## src/rtl/i2c_pkg.sv

```systemverilog
// i2c_pkg: definitions shared by the I2C master bit-level engines
// (i2c_master_write_bit and the bit reader).
//   I2C_QUARTER_CYCLES : default clock cycles per quarter SCL period
//                        (125 at 50 MHz gives a 100 kHz SCL)
//   bit_state_e        : bit-FSM state encoding. The 3-bit values are fixed
//                        and must match the reader, which uses the same encoding.
package i2c_pkg;

  localparam int unsigned I2C_QUARTER_CYCLES = 125;

  typedef enum logic [2:0] {
    ST_IDLE   = 3'd0,
    ST_SETUP  = 3'd1,
    ST_HIGH_A = 3'd2,
    ST_HIGH_B = 3'd3,
    ST_HOLD   = 3'd4,
    ST_DONE   = 3'd5
  } bit_state_e;

  // True for the four states that each last one quarter SCL period.
  function automatic logic is_timed(input bit_state_e s);
    return (s == ST_SETUP) || (s == ST_HIGH_A) || (s == ST_HIGH_B) || (s == ST_HOLD);
  endfunction

endpackage

```

## src/rtl/i2c_quarter_timer.sv

```systemverilog
// i2c_quarter_timer: quarter-SCL-period counter shared by the bit engines.
//   clock  in  system clock
//   reset  in  asynchronous, active-high reset
//   load   in  restart the count from zero
//   enable in  count this cycle
//   hold   in  keep the count at zero (SCL stretched by a slave)
//   done   out high during the last cycle of the quarter period
//              (enable=1, hold=0, count=QUARTER_CYCLES-1)
// The count returns to zero on the cycle done is high, so every quarter
// lasts exactly QUARTER_CYCLES enabled, unheld cycles.
module i2c_quarter_timer
  import i2c_pkg::*;
#(
  parameter int unsigned QUARTER_CYCLES = I2C_QUARTER_CYCLES
) (
  input  logic clock,
  input  logic reset,
  input  logic load,
  input  logic enable,
  input  logic hold,
  output logic done
);

  localparam int unsigned CW = (QUARTER_CYCLES > 1) ? $clog2(QUARTER_CYCLES) : 1;
  localparam logic [CW-1:0] LAST = CW'(QUARTER_CYCLES - 1);

  logic [CW-1:0] count;

  assign done = enable && !hold && (count == LAST);

  always_ff @(posedge clock or posedge reset) begin
    if (reset) begin
      count <= '0;
    end else if (load || hold || done) begin
      count <= '0;
    end else if (enable) begin
      count <= count + CW'(1);
    end
  end

endmodule

```

## src/rtl/i2c_master_write_bit.sv

```systemverilog
// i2c_master_write_bit: sends one data bit on SDA and produces one full SCL
// pulse. It checks SDA readback at mid-high (arbitration loss or bus fault)
// and waits while a slave stretches SCL. It shares the go/finish handshake
// with the bit reader under the byte-level controller.
//   clock   in  system clock
//   reset   in  asynchronous, active-high reset
//   go      in  request to send a bit (level; only sampled in IDLE)
//   data    in  bit to send, latched when go is accepted
//   finish  out bit complete; stays high in DONE until go drops
//   error   out readback differed from the sent bit; valid while finish=1
//   scl_out out SCL drive (0 = pull low, 1 = release)
//   scl_in  in  SCL bus level
//   sda_out out SDA drive (0 = pull low, 1 = release)
//   sda_in  in  SDA bus level
// Line timing per bit: SCL low 1 quarter, high 2 quarters (plus any stretch),
// then low 1 quarter. After the bit, SCL stays low and SDA keeps the bit.
module i2c_master_write_bit
  import i2c_pkg::*;
#(
  parameter int unsigned QUARTER_CYCLES = I2C_QUARTER_CYCLES
) (
  input  logic clock,
  input  logic reset,
  input  logic go,
  input  logic data,
  output logic finish,
  output logic error,
  output logic scl_out,
  input  logic scl_in,
  output logic sda_out,
  input  logic sda_in
);

  bit_state_e state;
  logic       bit_q;
  logic       accept;
  logic       timer_en;
  logic       timer_hold;
  logic       q_done;

  always_comb begin
    accept     = (state == ST_IDLE) && go;
    timer_en   = is_timed(state);
    // The high phase does not start counting until the bus actually shows SCL high.
    timer_hold = (state == ST_HIGH_A) && !scl_in;
  end

  i2c_quarter_timer #(
    .QUARTER_CYCLES(QUARTER_CYCLES)
  ) u_timer (
    .clock  (clock),
    .reset  (reset),
    .load   (accept),
    .enable (timer_en),
    .hold   (timer_hold),
    .done   (q_done)
  );

  // Line levels are registered and change only on transitions, so IDLE and
  // DONE hold whatever the previous phase drove.
  always_ff @(posedge clock or posedge reset) begin
    if (reset) begin
      state   <= ST_IDLE;
      bit_q   <= 1'b1;
      scl_out <= 1'b1;
      sda_out <= 1'b1;
      finish  <= 1'b0;
      error   <= 1'b0;
    end else begin
      case (state)
        ST_IDLE: begin
          if (go) begin
            bit_q   <= data;
            error   <= 1'b0;
            scl_out <= 1'b0;
            sda_out <= data;
            state   <= ST_SETUP;
          end
        end
        ST_SETUP: begin
          if (q_done) begin
            scl_out <= 1'b1;
            state   <= ST_HIGH_A;
          end
        end
        ST_HIGH_A: begin
          if (q_done) begin
            error <= (sda_in != bit_q);
            state <= ST_HIGH_B;
          end
        end
        ST_HIGH_B: begin
          if (q_done) begin
            scl_out <= 1'b0;
            state   <= ST_HOLD;
          end
        end
        ST_HOLD: begin
          if (q_done) begin
            finish <= 1'b1;
            state  <= ST_DONE;
          end
        end
        ST_DONE: begin
          if (!go) begin
            finish <= 1'b0;
            state  <= ST_IDLE;
          end
        end
        default: state <= ST_IDLE;
      endcase
    end
  end

endmodule
```

## config.mk

```make
export PLATFORM = sky130hd
export DESIGN_NAME = i2c_master_write_bit
export DESIGN_NICKNAME = d
export VERILOG_FILES = /design/src/rtl/i2c_pkg.sv /design/src/rtl/i2c_quarter_timer.sv /design/src/rtl/i2c_master_write_bit.sv
export SDC_FILE = /design/constraint.sdc
export NUM_CORES = 1
export LEC_CHECK = 0
export ABC_AREA = 0
export CORE_MARGIN = 10
export CORE_UTILIZATION = 54
export DETAILED_ROUTE_END_ITERATION = 10
export DONT_BUFFER_PORTS = 1
export PLACE_DENSITY = 0.72
export SLEW_MARGIN = 10
export SYNTH_ARGS = -nofsm -noshare
export SYNTH_HDL_FRONTEND = slang
export SYNTH_SLANG_ARGS = --single-unit
```

## constraint.sdc

```tcl
create_clock -name clock -period 1.43 [get_ports clock]
set_input_delay 0.143 -clock clock [delete_from_list [all_inputs] [get_ports clock]]
set_output_delay 0.143 -clock clock [all_outputs]
set_load 0.01 [all_outputs]
```

---- After elaboration in Yosys (flattened, before gate mapping) ----
Cells that the tools add are included.
word-level totals
  flip-flop bits (word level) ............. 14
  bits in latches ......................... 0
  memory bits (writable) .................. 0
  bits in read-only memories .............. 0
  output and inout bits ................... 4
  logic and storage cells ................. 58
  memories kept ........................... 0
cells by class
  add/subtract/negate cells ............... 1
  $mul .................................... 0
  divide/modulo/power cells ............... 0
  magnitude comparators ................... 0
  eq/ne operators ......................... 13
  shifts and indexed selects .............. 0
  mux-type cells .......................... 17
  bitwise logic cells ..................... 0
  reductions and logical operators ........ 21
operator list
  cell                                                   number
  two-way mux 3 bit                                      6
  case mux 3 bit (6 select lines)                        1
  two-way mux 7 bit                                      2
  inequality test 2 x 1 -> 1 bit, second input constant  4
  adder 7 x 1 -> 7 bit, second input constant            1
  equality test 7 bit, second input constant             1
  equality test 3 x 2 -> 1 bit, second input constant    2
  equality test 3 bit, second input constant             2
  AND reduction 3 bit                                    2
  AND reduction 6 bit                                    1
  nonzero test 2 bit                                     3
  logical OR 1 bit                                       5
  two-way mux 1 bit                                      5
  logical AND 1 bit                                      4
  inequality test 2 bit, second input constant           2
  case mux 1 bit (2 select lines)                        2
  AND reduction 4 bit                                    1
  equality test 3 x 1 -> 1 bit, second input constant    1
  logical NOT 3 bit                                      1
  case mux 1 bit (3 select lines)                        1
  nonzero test 3 bit                                     1
  logical NOT 1 bit                                      2
  AND reduction 2 bit                                    1
  inequality test 1 bit                                  1

---- Longest topological paths before layout ----
Gate-level depths: netlist of the first run.
  depth in word-level cells ............... 8
  depth in mapped cells ................... 6
  gate-level depth less buffers ........... 6

---- By module ----
A second synthesis of the first run with hierarchy kept.
unflattened totals
  cells, all modules ...................... 81
  area total of the unflattened synthesis .. 809.5 µm²
by module, submodules not included
  module                instances  cells each  area an instance (µm²)  sequential area each (µm²)
  i2c_master_write_bit  1          42          425.4                   177.7
  i2c_quarter_timer     1          39          384.1                   175.2

---- Worst setup path before layout of the first run ----
OpenSTA, ideal clock, no wires.
  path kind ............................... flip-flop to flip-flop
  start point ............................. register u_timer.count[0]
  end point ............................... register u_timer.count[0]
  library setup time ...................... 134 ps
  arrival time ............................ 1403 ps
  setup slack ............................. -107 ps
  stages on the path, launching flop included .. 7
  path buffers ............................ 0
  cells stage by stage .................... dfrtp_1 -> inv_1 -> ha_1 -> nand2_1 -> or4b_4 -> o311ai_4 -> nor2_1
on the way
  word-level cells in the longest chain between the ends .. 4
  elaborated cells on any way between the ends .. 7
ends and longest elaborated chain
  element                                                       line                     RTL
  start: declaration                                            i2c_quarter_timer.sv:27  logic [CW-1:0] count;
  start signal: assignment                                      i2c_quarter_timer.sv:37  count <= count + CW'(1);
  branches (longest 4 deep; another with adder 7 x 1 -> 7 bit)  -
Parallel ways; which one is timed is not known. The select of a mux whose other input is x is not followed.
A chain may end at the register's enable or synchronous reset.

---- Worst setup path after layout of the first run ----
  start point ............................. register state[1]
  end point ............................... register u_timer.count[2]
on the way
  word-level cells in the longest chain between the ends .. 8
  elaborated cells on any way between the ends .. 17
ends and longest elaborated chain
  element                                                                              line                                       RTL
  start: declaration                                                                   i2c_master_write_bit.sv:34                 bit_state_e state;
  start signal: assignment                                                             i2c_master_write_bit.sv:63                 state <= ST_IDLE;
  start signal: assignment                                                             i2c_master_write_bit.sv:77                 state <= ST_SETUP;
  start signal: assignment                                                             i2c_master_write_bit.sv:83                 state <= ST_HIGH_A;
  equality test 3 x 1 -> 1 bit / equality test 3 x 2 -> 1 bit (equally long branches)  i2c_pkg.sv:22, i2c_master_write_bit.sv:45
  logical OR 1 bit (3 in a row)                                                        i2c_pkg.sv:22                              return (s == ST_SETUP) || (s == ST_HIGH_A) || (s == ST_HIGH_B) || (s == ST_HOLD);
  logical AND 1 bit (2 in a row)                                                       i2c_quarter_timer.sv:29                    assign done = enable && !hold && (count == LAST);
  logical OR 1 bit                                                                     i2c_quarter_timer.sv:34                    end else if (load || hold || done) begin
  two-way mux 7 bit / nonzero test 2 bit (equally long branches)                       -
Parallel ways exist; a longest one is shown, timed or not.

==> run summary, run 1 <==
Run status = finished with violations
Failing checks = setup timing
CTS tree = built
CP Launch Type = flip-flop
Sequential area share after synthesis = 0.403
Largest net degree at the start of global routing = 15
Via/cell ratio = 6.07
Asr flop ratio synth = 1.00
Minimum clock period = 1540 ps
Reg power frac = 0.391
Part of the cycle the worst path needs = 1.08
Final Worst Setup Slack = -112 ps
Vias in the first global route = 744
Critical Path Fanout Max = 9
Chip Height = 60.2 um
Clk sinks = 14
Post-DP HPWL = 1380 um
IR drop worst, VDD = 1280 uV
Antenna diodes = 0
Multi-input gate area = 553 um^2
Normalized max-slew margin = 0.625
Combinational Power Share = 0.453
Core ar. = 1520 um^2
Final Power = 1.67 mW
# rows = 14
Setup violations, final = 11
Area contributors post-synth = dfrtp_1 34%, dfstp_2 6.0%, xnor2_1 6.0%, nor2_1 5.2%, nor4_2 4.3%
Crit end category = flip-flop
Reg clk slew, reported paths = 100 ps
Initial antenna violation count = 0
H-tree levels = 1
Worst path cell trace = nor2b_1 > or4b_4 > o311ai_4 > nor2_1
Critical Path AT = 1710 ps
Routed WL per cell = 17.8 um
Worst hold path type = primary input to flip-flop
CTS root buffer = clkbuf_4
WS Path Type = flip-flop to flip-flop
Pleak = 0.464 nW
Sw frac = 0.385
Via total after detailed routing = 759
Worst skew pair latency = 300 ps
PwrDens = 1480 nW/um^2
Placer congestion estimate = 0.808
Slew @ Worst Pin = 561 ps
Final Hold Viols = 0
Ports = 10
Family with the most delay on the worst path = simple AND/OR/NAND/NOR gates
Peak Freq = 649 MHz
Area leader, netlist = dfrtp_1
Initial Utilization = 0.574
Congestion Overflow GR = 0
Synth top area share = 0.343
DR iter-0 viols = 30
WL final = 2220 um
Die width = 60.2 um
Internal = 1.03 mW
YS warnings = 0
IO buf count = 0
Max cap viols = 0
CTS Buffer Depth = 2
Layout cells sized above 1 = 0.376
GRT Total Usage = 0.126
Avg Inst Size Synth = 9.94 um^2
CTS Buf Count = 3
Fillers = 109
Worst Path Buf+Inv = 0
Psw = 0.642 mW
Required time of the critical path = 1600 ps
EDFF count, synth = 0
Setup tns final = -788 ps
Nets = 118
Slew Viols, Final = 0
DR pass1 iterations = 4
Synthesized instance count = 88
Primary FF master, synth = dfrtp_1
Distinct cells, synth = 32
Cell Area, Synth = 875 um^2
Sequential cell area = 354 um^2
Synth top cells by count = 12 x dfrtp_1, 12 x nor2_1, 6 x xnor2_1
Clock network fraction of total power = 0.156
Mapped Nets = 96
Full die area = 3630 um^2
Max stage delay cell, worst path = dfrtp_2
DRC Markers = 0
Synth Register Bits = 14
First-pass GRT wire length = 3460 um
Layout area overhead = 28.5%
Clock skew = 8.17 ps
ANT nets after route = 0
RSZ-0062 raised after global routing = true
CP peak stage delay = 500 ps
## registers in the layout, summed over array words and instances, names as in the netlist
register	flops
u_timer.count	7
state	3
bit_q	1
error	1
finish	1
scl_out	1
## layout by cell type (no fill, tap or decap), types with 2 or more instances in the layout
cell type and n:
nand2b_1 2, xnor2_1 6, inv_1 2, nand2_1 2
dfrtp_1 11, dfstp_2 2, xor2_1 3, nor3_1 2
o21ai_1 2, nor2b_1 3, nand4_1 3, inv_2 2
buf_4 18, dlygate4sd3_1 2, nor4_2 2, a21oi_1 3
clkbuf_4 3, o21ai_0 4, nand3_1 4, nor2_1 12
## per-stage QoR
step / std cells / util / setup WS, ps / hold slack (ps) / instance area (um^2)
6_report: 125 / 0.737 / -112 / 15.7 / 1120
5_1_grt: 125 / 0.737 / -162 / 48.4 / 1120
4_1_cts: 125 / 0.727 / -83.3 / 18.2 / 1110
3_5_place_dp: 117 / 0.659 / -95.7 / 111 / 1000
3_3_place_gp: 117 / 0.659 / -77.3 / 99.5 / 1000
2_1_floorplan: 88 / - / -76.4 / 30.8 / 880
## power groups by stage
stage | Sequential (mW) | Combinational (mW) | Clock (mW)
3_3_place_gp | 0.632 | 0.628 | 0
4_1_cts | 0.639 | 0.726 | 0.260
2_1_floorplan | 0.641 | 0.402 | 0
5_1_grt | 0.663 | 0.820 | 0.277
3_5_place_dp | 0.635 | 0.640 | 0
6_report | 0.652 | 0.755 | 0.261
## routing by layer
metal	share of wire	GRT usage
met5	0	0
met4	0.014	0.0641
met3	0.071	0.0424
met2	0.50	0.190
met1	0.41	0.156
## path summary, 6_finish.rpt
check | from | endpoint | slack, ps | depth (start not counted)
worst max-delay path | state[1]$_DFFE_PP0P_ | u_timer.count[2]$_DFFE_PP0P_ | -110 | 4
worst min-delay path | go | finish$_DFFE_PP0P_ | 20 | 2
worst max register to register | state[1]$_DFFE_PP0P_ | u_timer.count[2]$_DFFE_PP0P_ | -110 | 4
worst min register to register | scl_out$_DFFE_PP1P_ | scl_out$_DFFE_PP1P_ | 560 | 2
max in group asynchronous | reset | state[1]$_DFFE_PP0P_ | 690 | 2
min in group asynchronous | reset | u_timer.count[5]$_DFFE_PP0P_ | 330 | 2
## repair_timing
item | 4_1_cts | 5_1_grt
pin swaps | 5 | 3
setup endpoints to repair | 8 | 13
resized for setup | 8 | 4
hold buffers | 2 | 0
setup buffers | 2 | 0
hold endpoints to repair | 13 | 0
## worst reg2reg max path, cell delays in order, from the launching register on
cell and delay [ps]:
dfrtp_2 500, nor2b_1 200, or4b_4 500, o311ai_4 130
nor2_1 90
## kinds of logic (layout without fill, tap and decap cells)
family,Yosys count,after routing,synth area share
AND/OR/NAND/NOR,40,40,0.286
flip-flops,14,14,0.403
AO/OA/AOI/OAI,13,13,0.107
XOR/XNOR,9,9,0.0901
buffers and inverters,7,28,0.0343
multiplexers,3,3,0.0501
adder cells (fa/ha/maj),2,2,0.0286
## layout make-up
| class | count | area share |
|---|---|---|
| clock buffer | 4 | 0.0234 |
| inverter | 4 | 0.0134 |
| multi-input combinational | 67 | 0.492 |
| sequential | 14 | 0.315 |
| tap | 16 | 0.0178 |
| timing repair buffer | 20 | 0.138 |
Note: power is estimated with default switching activity, not from simulation.
==> run 2, diff against run 1 <==
Settings changed: CORE_MARGIN 10 to 1.5.
==> run 2 against run 1 <==
Non-clock buffer count up 2. Cell area up 1.6%. Critical endpoint is now u_timer.count[0]$_DFFE_PP0P_. Routed wire length down 0.72%. Combinational power up 9.0%. The run still ends with setup timing left. Highest routed layer unchanged. Fmax down 0.75%. Register-to-register slack about the same.
==> run summary, run 2 (synthesized netlist as in run 1, its figures left out) <==
Commonest non-fill, non-tap cells in the layout = 20 x buf_4, 12 x nor2_1, 11 x dfrtp_1
CTS Buffer Depth = 2
Failing checks = setup timing
Multi-input gate area = 546 um^2
IR drop worst, VDD = 1190 uV
Run status = finished with violations
WL final = 2200 um
Fillers = 104
Most common cell after layout, fill and taps aside = buf_4
ANT nets after route = 0
Internal reg-to-reg setup slack = -120 ps
Via total after detailed routing = 765
Setup violations, final = 8
GRT Total Usage = 0.258
Peak Freq = 644 MHz
CTS Buf Count = 3
Max cap viols = 0
Final Power = 1.77 mW
Critical Path AT = 1710 ps
Hold Path Stages = 2
Worst hold path type = primary input to flip-flop
Worst skew pair latency = 290 ps
Placer congestion estimate = 0.811
Initial Utilization = 0.581
Part of the cycle the worst path needs = 1.09
Nets = 120
WS Path Type = flip-flop to flip-flop
Routed WL per cell = 17.4 um
# rows = 14
Ports = 10
Clock skew = 3.76 ps
DR pass1 iterations = 4
DR iter-0 viols = 17
Top flop regs = u_timer.count: 7 flops, state: 3 flops
Largest register by flop count = u_timer.count
PwrDens = 1550 nW/um^2
Post-DP HPWL = 1450 um
Chip Height = 43.2 um
CTS root buffer = clkbuf_4
Die width = 43.2 um
DRC Markers = 0
Layout cells sized above 1 = 0.405
Required time of the critical path = 1590 ps
Initial antenna violation count = 0
IO buf count = 0
Final Worst Setup Slack = -123 ps
Minimum clock period = 1550 ps
Vias in the first global route = 731
Slew @ Worst Pin = 528 ps
Max reg flops = 7
Full die area = 1870 um^2
Critical Path Fanout Max = 7
CTS tree = built
Congestion Overflow GR = 0
Pleak = 0.465 nW
H-tree levels = 1
Layout area overhead = 30.5%
Core ar. = 1510 um^2
Crit end category = flip-flop
CP Launch Type = flip-flop
RSZ-0062 raised after global routing = true
Reg clk slew, reported paths = 80 ps
Normalized max-slew margin = 0.648
Worst R2R Path Depth = 6
Slew Viols, Final = 0
Antenna diodes = 0
First-pass GRT wire length = 3330 um
Largest net degree at the start of global routing = 15
Via/cell ratio = 6.02
Final Hold Viols = 0
Setup WS pre-CTS = -115 ps
Sequential cell area = 354 um^2
Clk sinks = 14
-- run 2: per-stage QoR --
step           instance area, um^2  utilization  std cells  hold slack, ps  TNS (ps)
2_1_floorplan                  880            -         88            30.8      -497
3_3_place_gp                  1010        0.672        118            89.4      -483
3_5_place_dp                  1010        0.672        118            92.1      -746
4_1_cts                       1100        0.732        126            2.53      -500
5_1_grt                       1140        0.757        127            16.6     -1470
6_report                      1140        0.757        127            4.30      -847
-- run 2: layout make-up --
cell class	instances	area share
Multi-Input combinational cell	67	0.478
Sequential cell	14	0.310
Timing Repair Buffer	22	0.149
Clock buffer	4	0.0318
Tap cell	16	0.0175
Inverter	4	0.0132
-- run 2: power by group --
part	internal [mW]	total [mW]	switching (mW)	leakage (nW)
sequential	0.525	0.661	0.136	0.163
combinational	0.430	0.823	0.393	0.282
clock	0.155	0.289	0.134	0.0210
total	1.11	1.77	0.662	0.465
-- run 2: what timing repair did --
| item | in CTS | in global routing |
|---|---|---|
| pin swaps | 2 | 2 |
| setup buffers | 2 | 1 |
| endpoints found under the hold margin | 13 | 0 |
| setup endpoints to repair | 9 | 12 |
| resized for setup | 6 | 5 |
| hold buffers | 2 | 0 |
-- run 2: path summary, 6_finish.rpt --
check                                              from                      endpoint
setup reg to reg           u_timer.count[0]$_DFFE_PP0P_  u_timer.count[0]$_DFFE_PP0P_
min in group asynchronous                         reset          state[2]$_DFFE_PP0P_
hold / removal                                       go            finish$_DFFE_PP0P_
max in group asynchronous                         reset          state[1]$_DFFE_PP0P_
hold reg to reg                     scl_out$_DFFE_PP1P_           scl_out$_DFFE_PP1P_
setup / recovery           u_timer.count[0]$_DFFE_PP0P_  u_timer.count[0]$_DFFE_PP0P_
-- run 2: per-layer routing --
layer / global-route usage / wire [um] / up-vias
met4: 0.170 / 81 / 0
met2: 0.376 / 1050 / 28
met5: 0 / 0 / -
met1: 0.324 / 946 / 370
li1: - / - / 357
met3: 0.0809 / 122 / 10
-- run 2: worst max-delay path, cell delays in order, from the launching register on --
cell	delay (ps)
dfrtp_1	400
inv_2	80
ha_4	150
nand2_2	70
or4b_4	500
o311ai_4	130
nor2_1	90
